$ cat config.mk
export PLATFORM = sky130hd
export DESIGN_NAME = voice_allocator
export DESIGN_NICKNAME = d
export VERILOG_FILES = /design/src/rtl/voice_allocator.sv
export SDC_FILE = /design/constraint.sdc
export NUM_CORES = 1
export LEC_CHECK = 0
export ABC_AREA = 1
export ABC_CLOCK_PERIOD_IN_PS = 9580
export CAP_MARGIN = 20
export CELL_PAD_IN_SITES_DETAIL_PLACEMENT = 2
export CELL_PAD_IN_SITES_GLOBAL_PLACEMENT = 2
export CORE_MARGIN = 10
export CORE_UTILIZATION = 39
export DETAILED_ROUTE_END_ITERATION = 10
export PLACE_DENSITY_LB_ADDON = 0.1
export SLEW_MARGIN = 0
export SYNTH_ARGS = -nofsm -noshare
export SYNTH_HDL_FRONTEND = slang
export SYNTH_SLANG_ARGS = --single-unit
$ cat constraint.sdc
create_clock -name reg_clk -period 9.58 [get_ports reg_clk]
set_input_delay 1.437 -clock reg_clk [delete_from_list [all_inputs] [get_ports reg_clk]]
set_output_delay 1.437 -clock reg_clk [all_outputs]
set_load 0.02 [all_outputs]
$ cat src/rtl/voice_allocator.sv
// ---------------------------------------------------------------------------
// voice_allocator
//
// Polyphonic voice allocator sitting between the MIDI message decoder and the
// per-voice oscillator/envelope engine. Each accepted note event is resolved
// to a voice index by a sequential scan (one voice per cycle), then committed
// to the voice tables and emitted as a one-cycle voice command.
//
// Ports:
//   reg_clk      in   register/control clock (only clock)
//   reset_reg_n  in   asynchronous active-low reset
//   alloc_mode   in   0 = lowest free voice, 1 = round-robin (latched on accept)
//   ev_valid     in   note event present
//   ev_ready     out  allocator can accept an event (high only in IDLE)
//   ev_on        in   1 = note-on, 0 = note-off
//   ev_note      in   MIDI note number
//   ev_vel       in   MIDI velocity
//   voice_idle   in   per-voice pulse: envelope release finished
//   out_valid    out  one-cycle pulse: voice command valid
//   out_voice    out  target voice index
//   out_note     out  note for the target voice
//   out_vel      out  velocity for the target voice
//   out_gate     out  1 = start/retrigger, 0 = release
//   out_steal    out  1 = an active voice was taken over
//   keys_on      out  per-voice gate (key held)
//   voice_free   out  per-voice silent/available flag
//   active_keys  out  popcount of keys_on
//   dbg_state    out  current FSM state (IDLE=0, SCAN=1, COMMIT=2, EMIT=3)
//
// Handshake: an event transfers on a rising reg_clk edge where ev_valid and
// ev_ready are both high. ev_ready is high exactly while the FSM is in IDLE,
// and does not depend on ev_valid. The producer must hold ev_on/ev_note/
// ev_vel/alloc_mode stable while ev_valid is high and ev_ready is low.
// out_valid has no back-pressure: the consumer must take the command in the
// cycle it is presented.
// ---------------------------------------------------------------------------
module voice_allocator #(
    parameter int VOICES  = 32,
    parameter int V_WIDTH = 5,
    parameter int AGE_W   = 8
) (
    input  logic               reg_clk,
    input  logic               reset_reg_n,
    input  logic               alloc_mode,
    input  logic               ev_valid,
    output logic               ev_ready,
    input  logic               ev_on,
    input  logic [6:0]         ev_note,
    input  logic [6:0]         ev_vel,
    input  logic [VOICES-1:0]  voice_idle,
    output logic               out_valid,
    output logic [V_WIDTH-1:0] out_voice,
    output logic [6:0]         out_note,
    output logic [6:0]         out_vel,
    output logic               out_gate,
    output logic               out_steal,
    output logic [VOICES-1:0]  keys_on,
    output logic [VOICES-1:0]  voice_free,
    output logic [V_WIDTH:0]   active_keys,
    output logic [1:0]         dbg_state
);

    typedef enum logic [1:0] {
        S_IDLE   = 2'd0,
        S_SCAN   = 2'd1,
        S_COMMIT = 2'd2,
        S_EMIT   = 2'd3
    } state_t;

    state_t r_state;
    state_t w_next_state;

    // Latched event
    logic               r_ev_on;
    logic [6:0]         r_ev_note;
    logic [6:0]         r_ev_vel;
    logic               r_mode;

    // Scan bookkeeping
    logic [V_WIDTH-1:0] r_scan_cnt;
    logic               r_match_found;
    logic [V_WIDTH-1:0] r_match_v;
    logic               r_free_found;
    logic [V_WIDTH-1:0] r_free_v;
    logic               r_rel_found;
    logic [V_WIDTH-1:0] r_rel_v;
    logic [AGE_W-1:0]   r_rel_age;
    logic               r_held_found;
    logic [V_WIDTH-1:0] r_held_v;
    logic [AGE_W-1:0]   r_held_age;

    // Voice tables
    logic [VOICES-1:0]  r_keys_on;
    logic [VOICES-1:0]  r_voice_free;
    logic [V_WIDTH:0]   r_active_keys;
    logic [6:0]         r_note_tbl [VOICES];
    logic [AGE_W-1:0]   r_age      [VOICES];
    logic [V_WIDTH-1:0] r_rr_ptr;

    // Output registers
    logic               r_out_valid;
    logic [V_WIDTH-1:0] r_out_voice;
    logic [6:0]         r_out_note;
    logic [6:0]         r_out_vel;
    logic               r_out_gate;
    logic               r_out_steal;

    // Combinational helpers
    logic               w_accept;
    logic [V_WIDTH-1:0] w_visit;
    logic               w_v_key;
    logic               w_v_free;
    logic [AGE_W-1:0]   w_v_age;
    logic [6:0]         w_v_note;
    logic               w_sel_valid;
    logic [V_WIDTH-1:0] w_sel_v;
    logic               w_sel_steal;
    logic               w_commit;
    logic [VOICES-1:0]  w_keys_next;
    logic [VOICES-1:0]  w_free_next;
    logic [V_WIDTH:0]   w_pop;

    assign w_accept = (r_state == S_IDLE) && ev_valid;

    // ---------------------------------------------------------------------
    // FSM
    // ---------------------------------------------------------------------
    always_ff @(posedge reg_clk or negedge reset_reg_n) begin
        if (!reset_reg_n) begin
            r_state <= S_IDLE;
        end else begin
            r_state <= w_next_state;
        end
    end

    always_comb begin
        w_next_state = r_state;
        ev_ready     = 1'b0;
        case (r_state)
            S_IDLE: begin
                ev_ready = 1'b1;
                if (ev_valid) begin
                    w_next_state = S_SCAN;
                end
            end
            S_SCAN: begin
                if (r_scan_cnt == V_WIDTH'(VOICES - 1)) begin
                    w_next_state = S_COMMIT;
                end
            end
            S_COMMIT: w_next_state = S_EMIT;
            S_EMIT:   w_next_state = S_IDLE;
            default:  w_next_state = S_IDLE;
        endcase
    end

    // ---------------------------------------------------------------------
    // Scan: round-robin starts one past the last assigned voice and relies
    // on V_WIDTH-bit wrap-around (VOICES is a power of two).
    // ---------------------------------------------------------------------
    assign w_visit  = r_mode ? (r_rr_ptr + V_WIDTH'(1) + r_scan_cnt) : r_scan_cnt;
    assign w_v_key  = r_keys_on[w_visit];
    assign w_v_free = r_voice_free[w_visit];
    assign w_v_age  = r_age[w_visit];
    assign w_v_note = r_note_tbl[w_visit];

    always_ff @(posedge reg_clk or negedge reset_reg_n) begin
        if (!reset_reg_n) begin
            r_ev_on       <= 1'b0;
            r_ev_note     <= '0;
            r_ev_vel      <= '0;
            r_mode        <= 1'b0;
            r_scan_cnt    <= '0;
            r_match_found <= 1'b0;
            r_match_v     <= '0;
            r_free_found  <= 1'b0;
            r_free_v      <= '0;
            r_rel_found   <= 1'b0;
            r_rel_v       <= '0;
            r_rel_age     <= '0;
            r_held_found  <= 1'b0;
            r_held_v      <= '0;
            r_held_age    <= '0;
        end else if (w_accept) begin
            r_ev_on       <= ev_on;
            r_ev_note     <= ev_note;
            r_ev_vel      <= ev_vel;
            r_mode        <= alloc_mode;
            r_scan_cnt    <= '0;
            r_match_found <= 1'b0;
            r_free_found  <= 1'b0;
            r_rel_found   <= 1'b0;
            r_held_found  <= 1'b0;
        end else if (r_state == S_SCAN) begin
            r_scan_cnt <= r_scan_cnt + V_WIDTH'(1);
            if (w_v_key && (w_v_note == r_ev_note) && !r_match_found) begin
                r_match_found <= 1'b1;
                r_match_v     <= w_visit;
            end
            if (!w_v_key && w_v_free && !r_free_found) begin
                r_free_found <= 1'b1;
                r_free_v     <= w_visit;
            end
            // Strict greater-than keeps the first-visited voice on age ties.
            if (!w_v_key && !w_v_free && (!r_rel_found || (w_v_age > r_rel_age))) begin
                r_rel_found <= 1'b1;
                r_rel_v     <= w_visit;
                r_rel_age   <= w_v_age;
            end
            if (w_v_key && (!r_held_found || (w_v_age > r_held_age))) begin
                r_held_found <= 1'b1;
                r_held_v     <= w_visit;
                r_held_age   <= w_v_age;
            end
        end
    end

    // ---------------------------------------------------------------------
    // Commit selection. Every voice is either held, free or released, so a
    // note-on always finds a target once the scan has completed.
    // ---------------------------------------------------------------------
    always_comb begin
        w_sel_valid = 1'b0;
        w_sel_v     = '0;
        w_sel_steal = 1'b0;
        if (r_ev_on) begin
            w_sel_valid = 1'b1;
            if (r_match_found) begin
                w_sel_v = r_match_v;
            end else if (r_free_found) begin
                w_sel_v = r_free_v;
            end else if (r_rel_found) begin
                w_sel_v     = r_rel_v;
                w_sel_steal = 1'b1;
            end else begin
                w_sel_v     = r_held_v;
                w_sel_steal = 1'b1;
            end
        end else begin
            // Note-off for a note that is not held is dropped silently.
            w_sel_valid = r_match_found;
            w_sel_v     = r_match_v;
        end
    end

    assign w_commit = (r_state == S_COMMIT) && w_sel_valid;

    // Next-state of the status vectors. A voice_idle pulse only frees a
    // voice whose key is already released; a commit to a voice overrides it.
    always_comb begin
        w_keys_next = r_keys_on;
        w_free_next = r_voice_free | (voice_idle & ~r_keys_on);
        if (w_commit) begin
            w_keys_next[w_sel_v] = r_ev_on;
            if (r_ev_on) begin
                w_free_next[w_sel_v] = 1'b0;
            end
        end
    end

    always_comb begin
        w_pop = '0;
        for (int i = 0; i < VOICES; i++) begin
            w_pop = w_pop + (V_WIDTH + 1)'(w_keys_next[i]);
        end
    end

    always_ff @(posedge reg_clk or negedge reset_reg_n) begin
        if (!reset_reg_n) begin
            r_keys_on     <= '0;
            r_voice_free  <= '1;
            r_active_keys <= '0;
        end else begin
            r_keys_on     <= w_keys_next;
            r_voice_free  <= w_free_next;
            r_active_keys <= w_pop;
        end
    end

    // Note table, ages and round-robin pointer only change on a note-on.
    always_ff @(posedge reg_clk or negedge reset_reg_n) begin
        if (!reset_reg_n) begin
            for (int i = 0; i < VOICES; i++) begin
                r_note_tbl[i] <= '0;
                r_age[i]      <= '0;
            end
            r_rr_ptr <= '0;
        end else if (w_commit && r_ev_on) begin
            r_note_tbl[w_sel_v] <= r_ev_note;
            for (int i = 0; i < VOICES; i++) begin
                if (V_WIDTH'(i) == w_sel_v) begin
                    r_age[i] <= '0;
                end else if (r_age[i] != '1) begin
                    r_age[i] <= r_age[i] + AGE_W'(1);
                end
            end
            r_rr_ptr <= w_sel_v;
        end
    end

    // ---------------------------------------------------------------------
    // Output command: loaded at the end of COMMIT so it is presented during
    // EMIT; held otherwise.
    // ---------------------------------------------------------------------
    always_ff @(posedge reg_clk or negedge reset_reg_n) begin
        if (!reset_reg_n) begin
            r_out_valid <= 1'b0;
            r_out_voice <= '0;
            r_out_note  <= '0;
            r_out_vel   <= '0;
            r_out_gate  <= 1'b0;
            r_out_steal <= 1'b0;
        end else begin
            r_out_valid <= w_commit;
            if (w_commit) begin
                r_out_voice <= w_sel_v;
                r_out_note  <= r_ev_note;
                r_out_vel   <= r_ev_vel;
                r_out_gate  <= r_ev_on;
                r_out_steal <= w_sel_steal;
            end
        end
    end

    assign out_valid   = r_out_valid;
    assign out_voice   = r_out_voice;
    assign out_note    = r_out_note;
    assign out_vel     = r_out_vel;
    assign out_gate    = r_out_gate;
    assign out_steal   = r_out_steal;
    assign keys_on     = r_keys_on;
    assign voice_free  = r_voice_free;
    assign active_keys = r_active_keys;
    assign dbg_state   = r_state;

endmodule
After elaboration in Yosys (flattened, before gate mapping):

Index checks and enable logic that the tools add are counted.

* add/sub/neg operators: 66
* multipliers: 0
* divide/modulo/power cells: 0
* $lt $le $gt $ge: 8
* equality and inequality tests: 70
* shift-type cells: 0
* multiplexer cells: 110
* bitwise operators: 8
* reduce and logical (&&, ||, !) cells: 100

Operator list (count)
* $mux W8: 66
* $add A8 B1 Y8 const B: 32
* $ne A8 B8 Y1 const B: 32
* $bwmux W224: 1
* $add A6 B1 Y6: 26
* $mux W32: 3
* $eq A5 B5 Y1 const A: 16
* $reduce_and A2 Y1: 37
* $reduce_bool A2 Y1: 37
* $and A32 B32 Y32: 2
* $not A32 Y32: 2
* $bmux W8 S5: 1
* $eq A4 B5 Y1 const A: 8
* $bmux W7 S5: 1
* $demux W7 S5: 1
* $mux W5: 7
* $bwmux W32: 1
* $or A32 B32 Y32: 1
* $mux W7: 3
* $eq A3 B5 Y1 const A: 4
* $mux W1: 20
* $gt A8 B8 Y1: 2
* $ge A6 B6 Y1 const B: 2
* $logic_and A1 B1 Y1: 12
* 28 further kinds: 45

* register bits: 640
* latch bits: 0
* bits in writable memories: 0
* memory bits (read-only): 0
* bits of input ports: 51
* output and inout port bits: 95
* logic and storage cells: 452
* memories kept: 0

Depth between registers and ports, before layout:

* depth in word-level cells: 41
* mapped depth: 32
* gate-level depth less buffers: 30

Least setup slack after synthesis:

OpenSTA, ideal clock, no wires.

* path type: reg-to-reg
* start: register r_ev_on
* end: register r_active_keys[4], in the netlist active_keys[4]
* library setup time: 121 ps
* arrival: 6012 ps
* required time: 9459 ps
* slack: 3446 ps
* stages on the path, launching flop included: 29
* path buffers: 2
* clock period less this slack: 6134 ps
* cells stage by stage: dfrtp_1 -> inv_2 -> nor2_2 -> buf_4 -> nor2_1 -> a21oi_2 -> a21oi_4 -> inv_4 -> nor2_8 -> nand2_1 -> nor2_1 -> inv_2 -> nor2_1 -> nand2_2 -> buf_2 -> o21ai_0 -> fa_1 -> inv_1 -> fa_1 -> fa_1 -> inv_1 -> fa_1 -> fa_1 -> fa_1 -> ha_1 -> inv_1 -> fa_1 -> o21a_1 -> xor2_1

* word-level cells in the longest chain between the ends: 38
* elaborated cells on any way between the ends: 41
* classes of those cells: add/sub: 31; order compare: 2; mux: 6; reduce/logical: 2

RTL lines
* from (decl): RTL line 74 `logic r_ev_on;`
* from (signal assigned): RTL line 185 `r_ev_on <= ev_on;`
* $mux W5: RTL line 226 `if (r_ev_on) begin`
* $lt A5 B6 Y1 (not written as such) / $ge A5 B1 Y1 (equally long branches): RTL line 254 `w_keys_next[w_sel_v] = r_ev_on;`
* $logic_and A1 B1 Y1 (not written as such): RTL line 254
* $mux W1 (not written as such): RTL line 254
* $demux W1 S5: RTL line 254
* $bwmux W32: RTL line 254
* $mux W32 (*): RTL line 253 `if (w_commit) begin`
* via w_keys_next[0]: RTL line 119 `logic [VOICES-1:0] w_keys_next;`
* $add A1 B1 Y2 (*): RTL line 264 `w_pop = w_pop + (V_WIDTH + 1)'(w_keys_next[i]);`
* $add A2 B1 Y3 (*): RTL line 264
* $add A3 B1 Y4 (*): RTL line 264
* $add A4 B1 Y5 (*): RTL line 264
* $add A5 B1 Y6 (*): RTL line 264
* $add A6 B1 Y6 (*) (26 in a row): RTL line 264
* via w_pop[4]: RTL line 121 `logic [V_WIDTH:0] w_pop;`
* to (signal assigned): RTL line 276 `r_active_keys <= w_pop;`
* to (decl): RTL line 95 `logic [V_WIDTH:0] r_active_keys;`

The timed path passes the listed nets; every way through them passes the cells marked *.
A chain may end at the register's enable or synchronous reset.

Final worst setup path:

* start: register r_ev_on
* end: register r_active_keys[4], in the netlist active_keys[4]

* elaborated cells on any way between the ends: 41
* classes of those cells: add/sub: 31; order compare: 2; mux: 6; reduce/logical: 2

RTL lines (RTL line)
* $mux W5: 226
* $lt A5 B6 Y1 (not written as such) / $ge A5 B1 Y1 (equally long branches): 254
* $logic_and A1 B1 Y1 (not written as such): 254
* $mux W1 (not written as such): 254
* $demux W1 S5: 254
* $bwmux W32: 254
* $mux W32 (*): 253
* via w_keys_next[15]: 119
* $add A6 B1 Y6 (*) (17 in a row): 264
* via w_pop[4]: 121

Marked as above.

==> flow_metrics.py <==
metrics = {
    "routing": {
        "drt-pass1-iter-count": 5,
        "route.vias.total": 33700,
        "routed_length_per_instance_um": 24.6,
        "wl_mm": 147,
        "via_per_inst": 5.62,
        "detailed_route_drc_error_count": 0,
        "dr.first_iter.drc_count": 2425,
        "detail-route-antenna-nets": 0,
    },
    "logic_synthesis": {
        "synth.top_cells.by_area": "dfrtp_1 43%, nand2_1 11%, o21ai_0 8.8%, inv_1 6.8%, nand3_1 5.9%",
        "post-synth-top-area-cell": "dfrtp_1",
        "synth-seq-area-share_pct": 45.1,
        "synthesis.nets": 4852,
        "synth_area_mm2": 0.0356,
        "fraction_of_the_mapped_netlist_area_in_simple_logic_gates_pct": 24.2,
        "synth_top_cell_area_share_pct": 42.7,
        "synth_top_family_by_area": "simple AND/OR/NAND/NOR gates",
        "edff_count_synth": 0,
        "yosys.area_share.adder_pct": 3.65,
        "synth_compound_area_share_pct": 15.9,
        "synthesis.area_per_instance_um2": 7.56,
        "yosys.cell_count.top_type": "nand2_1",
        "synth_cells": 4712,
        "post_synth_most_frequent_cells": "1,023 x nand2_1, 643 x inv_1, 626 x o21ai_0",
        "yosys_warnings": 0,
        "ys_dominant_reg_cell": "dfrtp_1",
        "synth.ff_latch_count": 640,
        "multiplexer_area_fraction_after_synthesis_pct": 0,
        "xor_xnor_portion_of_the_synthesized_cell_area_pct": 0.541,
        "ys_async_sr_fraction_pct": 100,
        "yosysUniqueCellTypes": 56,
    },
    "finish": {
        "layout_filler_cell_count": 10400,
        "drive_gt1_share_pct": 7.32,
        "seqCellArea_mm2": 0.0161,
        "syn2layout_area_growth_pct": 13.4,
        "antenna_diode_count": 0,
        "multi_input_gate_area_in_the_final_layout_mm2": 0.0159,
        "fin_nets": 4900,
    },
    "power": {
        "leak_pwr_nw": 17.9,
        "vdd_drop_max_mv": 0.335,
        "total_power_draw_w": 0.0174,
        "power.density_cell_area_mw_per_mm2": 432,
    },
    "setup_path": {
        "timing_worst_setup_path_type": "flip-flop to flip-flop",
        "worstReg2RegEnd": "active_keys[4]",
        "timing.critical_path.fanout_max": 14,
        "r2r_start": "r_ev_on",
        "crit_path_end_kind": "flip-flop",
        "crit_arrival_ns": 8.62,
        "timing.critical_path.from": "r_ev_on",
        "worst_r2r_path_depth": 25,
        "critPathLaunchType": "flip-flop",
        "worstPathRequired_ns": 10.10,
        "cp-endpoint": "active_keys[4]",
        "r2r_setup_slack_ns": 1.48,
    },
    "clock_tree": {
        "clk_transition_reported_paths_ns": 0.06,
        "post_cts_resize_count": 0,
        "cts_made_buffers": 80,
        "cts.root.buffer_cell": "clkbuf_16",
        "clock_insertion_delay_worst_skew_ns": 0.67,
        "postCtsSetupRepairBufs": 0,
        "h_tree_levels": 3,
        "clk_path_buf_depth": 3,
        "cts_tree": "built",
        "hold_buffers_post_cts": 0,
        "clock_sinks": 640,
    },
    "min_path": {
        "holdCritPathClass": "flip-flop to flip-flop",
        "min-delay-start": "r_note_tbl[140]",
    },
    "flow_run": {
        "maxCapViolations": 0,
    },
    "timing": {
        "drv_slew": 0,
        "timing.final.ws_setup_ns": 1.48,
        "period_share_pct": 84.5,
        "sum_of_negative_setup_slack_ns": 0,
        "fin_skew_ns": 0.0261,
        "timing.final.setup_violations": 0,
        "timing.fmax_mhz": 123,
        "hold_slack_ns": 0.480,
        "finalHoldViolCount": 0,
        "max_slew_headroom_at_the_worst_pin_pct": 20.7,
        "worst_slew_pin_slew_ns": 1.18,
        "unrepaired_setup_endpoints_after_global_routing": "false",
        "period_needed_ns": 8.10,
    },
    "place": {
        "pre_cts_slack_ns": 1.55,
        "globalplace.congestion": 0.898,
        "place.detailed.hpwl_mm": 104,
        "port_buffers": 145,
    },
    "outcome": {
        "outcome": "finished, final reports clean",
    },
    "global_route": {
        "grt_antenna_before_repair": 6,
        "first_global_vias": 36800,
        "grt_first_pass_wirelength_mm": 227,
        "maximum_number_of_pins_on_one_net_before_global_route_repair": 161,
        "grt.total_usage_pct": 28.2,
        "global_route.overflow_total": 0,
    },
    "floorplanning": {
        "placeable_core_area_mm2": 0.0903,
        "chipHeight_um": 322,
        "pin_count": 146,
        "cell_rows": 110,
        "floorplan.initialDensity_pct": 39.5,
        "floorplan_die_width_um": 322,
        "fp.dieArea_mm2": 0.104,
    },
}
[logic make-up after synthesis]
kind of cell | Yosys count
compound gates | 1079
xor+xnor | 22
fa+ha+maj | 89
buf+inv | 902
flops | 640
simple gates | 1980
[layout make-up]
cell class              instances  share of cell area (%)
inverters                     677                    6.32
clock inverters                18                   0.452
clock buffers                 124                    5.95
flip-flops and latches        640                    39.7
repair buffers                191                    4.63
multi-input cells            3170                    39.3
well taps                    1176                    3.64
[registers in the layout, summed over array words and instances (netlist names), 2 cells and up]
name,cells
active_keys,6
dbg_state,2
keys_on,32
out_note,7
out_vel,7
out_voice,5
r_age,256
r_ev_note,7
r_ev_vel,7
r_free_v,5
r_held_age,8
r_held_v,5
r_match_v,5
r_note_tbl,224
r_rel_age,8
r_rel_v,5
r_rr_ptr,5
r_scan_cnt,5
voice_free,32
[per-stage QoR]
step / util [%] / cells / cell area [um^2]
after floorplan: - / 4712 / 35600
after global placement: 41.8 / 5851 / 37800
after detailed placement: 41.8 / 5851 / 37800
after CTS: 44.7 / 5993 / 40300
after global routing: 44.7 / 5996 / 40400
final: 44.7 / 5996 / 40400
[placed cells by master, fill, tap and decap left out, drive strengths merged]
master and n:
bufinv 3, a21oi 337, and3 1, o21a 23
clkbuf 124, nand3 428, clkinvlp 1, nor4 29
a211oi 2, clkinv 14, o211ai 4, a221oi 2
nor2 323, buf 47, ha 64, inv 677
a21boi 1, nor3 36, o22a 5, nand2 1045
dfrtp 608, o21ai 673, xnor2 6, o31ai 18
clkdlybuf4s50 144, xor2 16, dfstp 32, a31oi 6
nand4 75, a22o 3, or2 40, o22ai 1
fa 25, nand3b 3, o41ai 4
[worst max-delay path, cell delays in order (launching register included)]
cell and delay (ns):
dfrtp_1 0.56, inv_2 0.10, nor2_2 0.41, nand2_1 0.29, a211oi_1 0.31, nor2_2 0.12
inv_2 0.12, nand2_2 0.10, nor2_1 0.32, inv_1 0.23, nor2_1 0.80, inv_1 0.26
nand2_1 0.19, fa_1 0.51, inv_1 0.10, fa_1 0.44, fa_1 0.49, inv_1 0.05
fa_1 0.57, fa_1 0.48, fa_1 0.50, ha_1 0.16, inv_1 0.05, fa_1 0.40
o21a_1 0.22, xor2_1 0.16
[per-layer routing]
metal	up-vias	share of wire (%)	routed length [um]	track usage, %
met1	17400	45	65600	36.9
met5	-	0.018	27	0
met3	255	4.4	6520	4.66
met2	677	47	68900	46.1
li1	15400	-	-	-
met4	4	4.3	6370	11.6
[power breakdown]
group	internal (W)	total [W]	switching [W]
clock	0.00180	0.00308	0.00128
combinational	0.00288	0.0101	0.00719
sequential	0.00353	0.00428	0.000748
[worst min path at each step]
stage	cells past startpoint	slack [ns]	end
6_report	2	0.48	r_note_tbl[140]
5_1_grt	2	0.51	out_vel[3]
4_1_cts	2	0.48	r_note_tbl[140]
3_5_place_dp	2	0.47	r_note_tbl[140]
3_3_place_gp	2	0.46	out_vel[2]
2_1_floorplan	2	0.44	r_match_v[0]
Power figures use the tool's default switching activity.
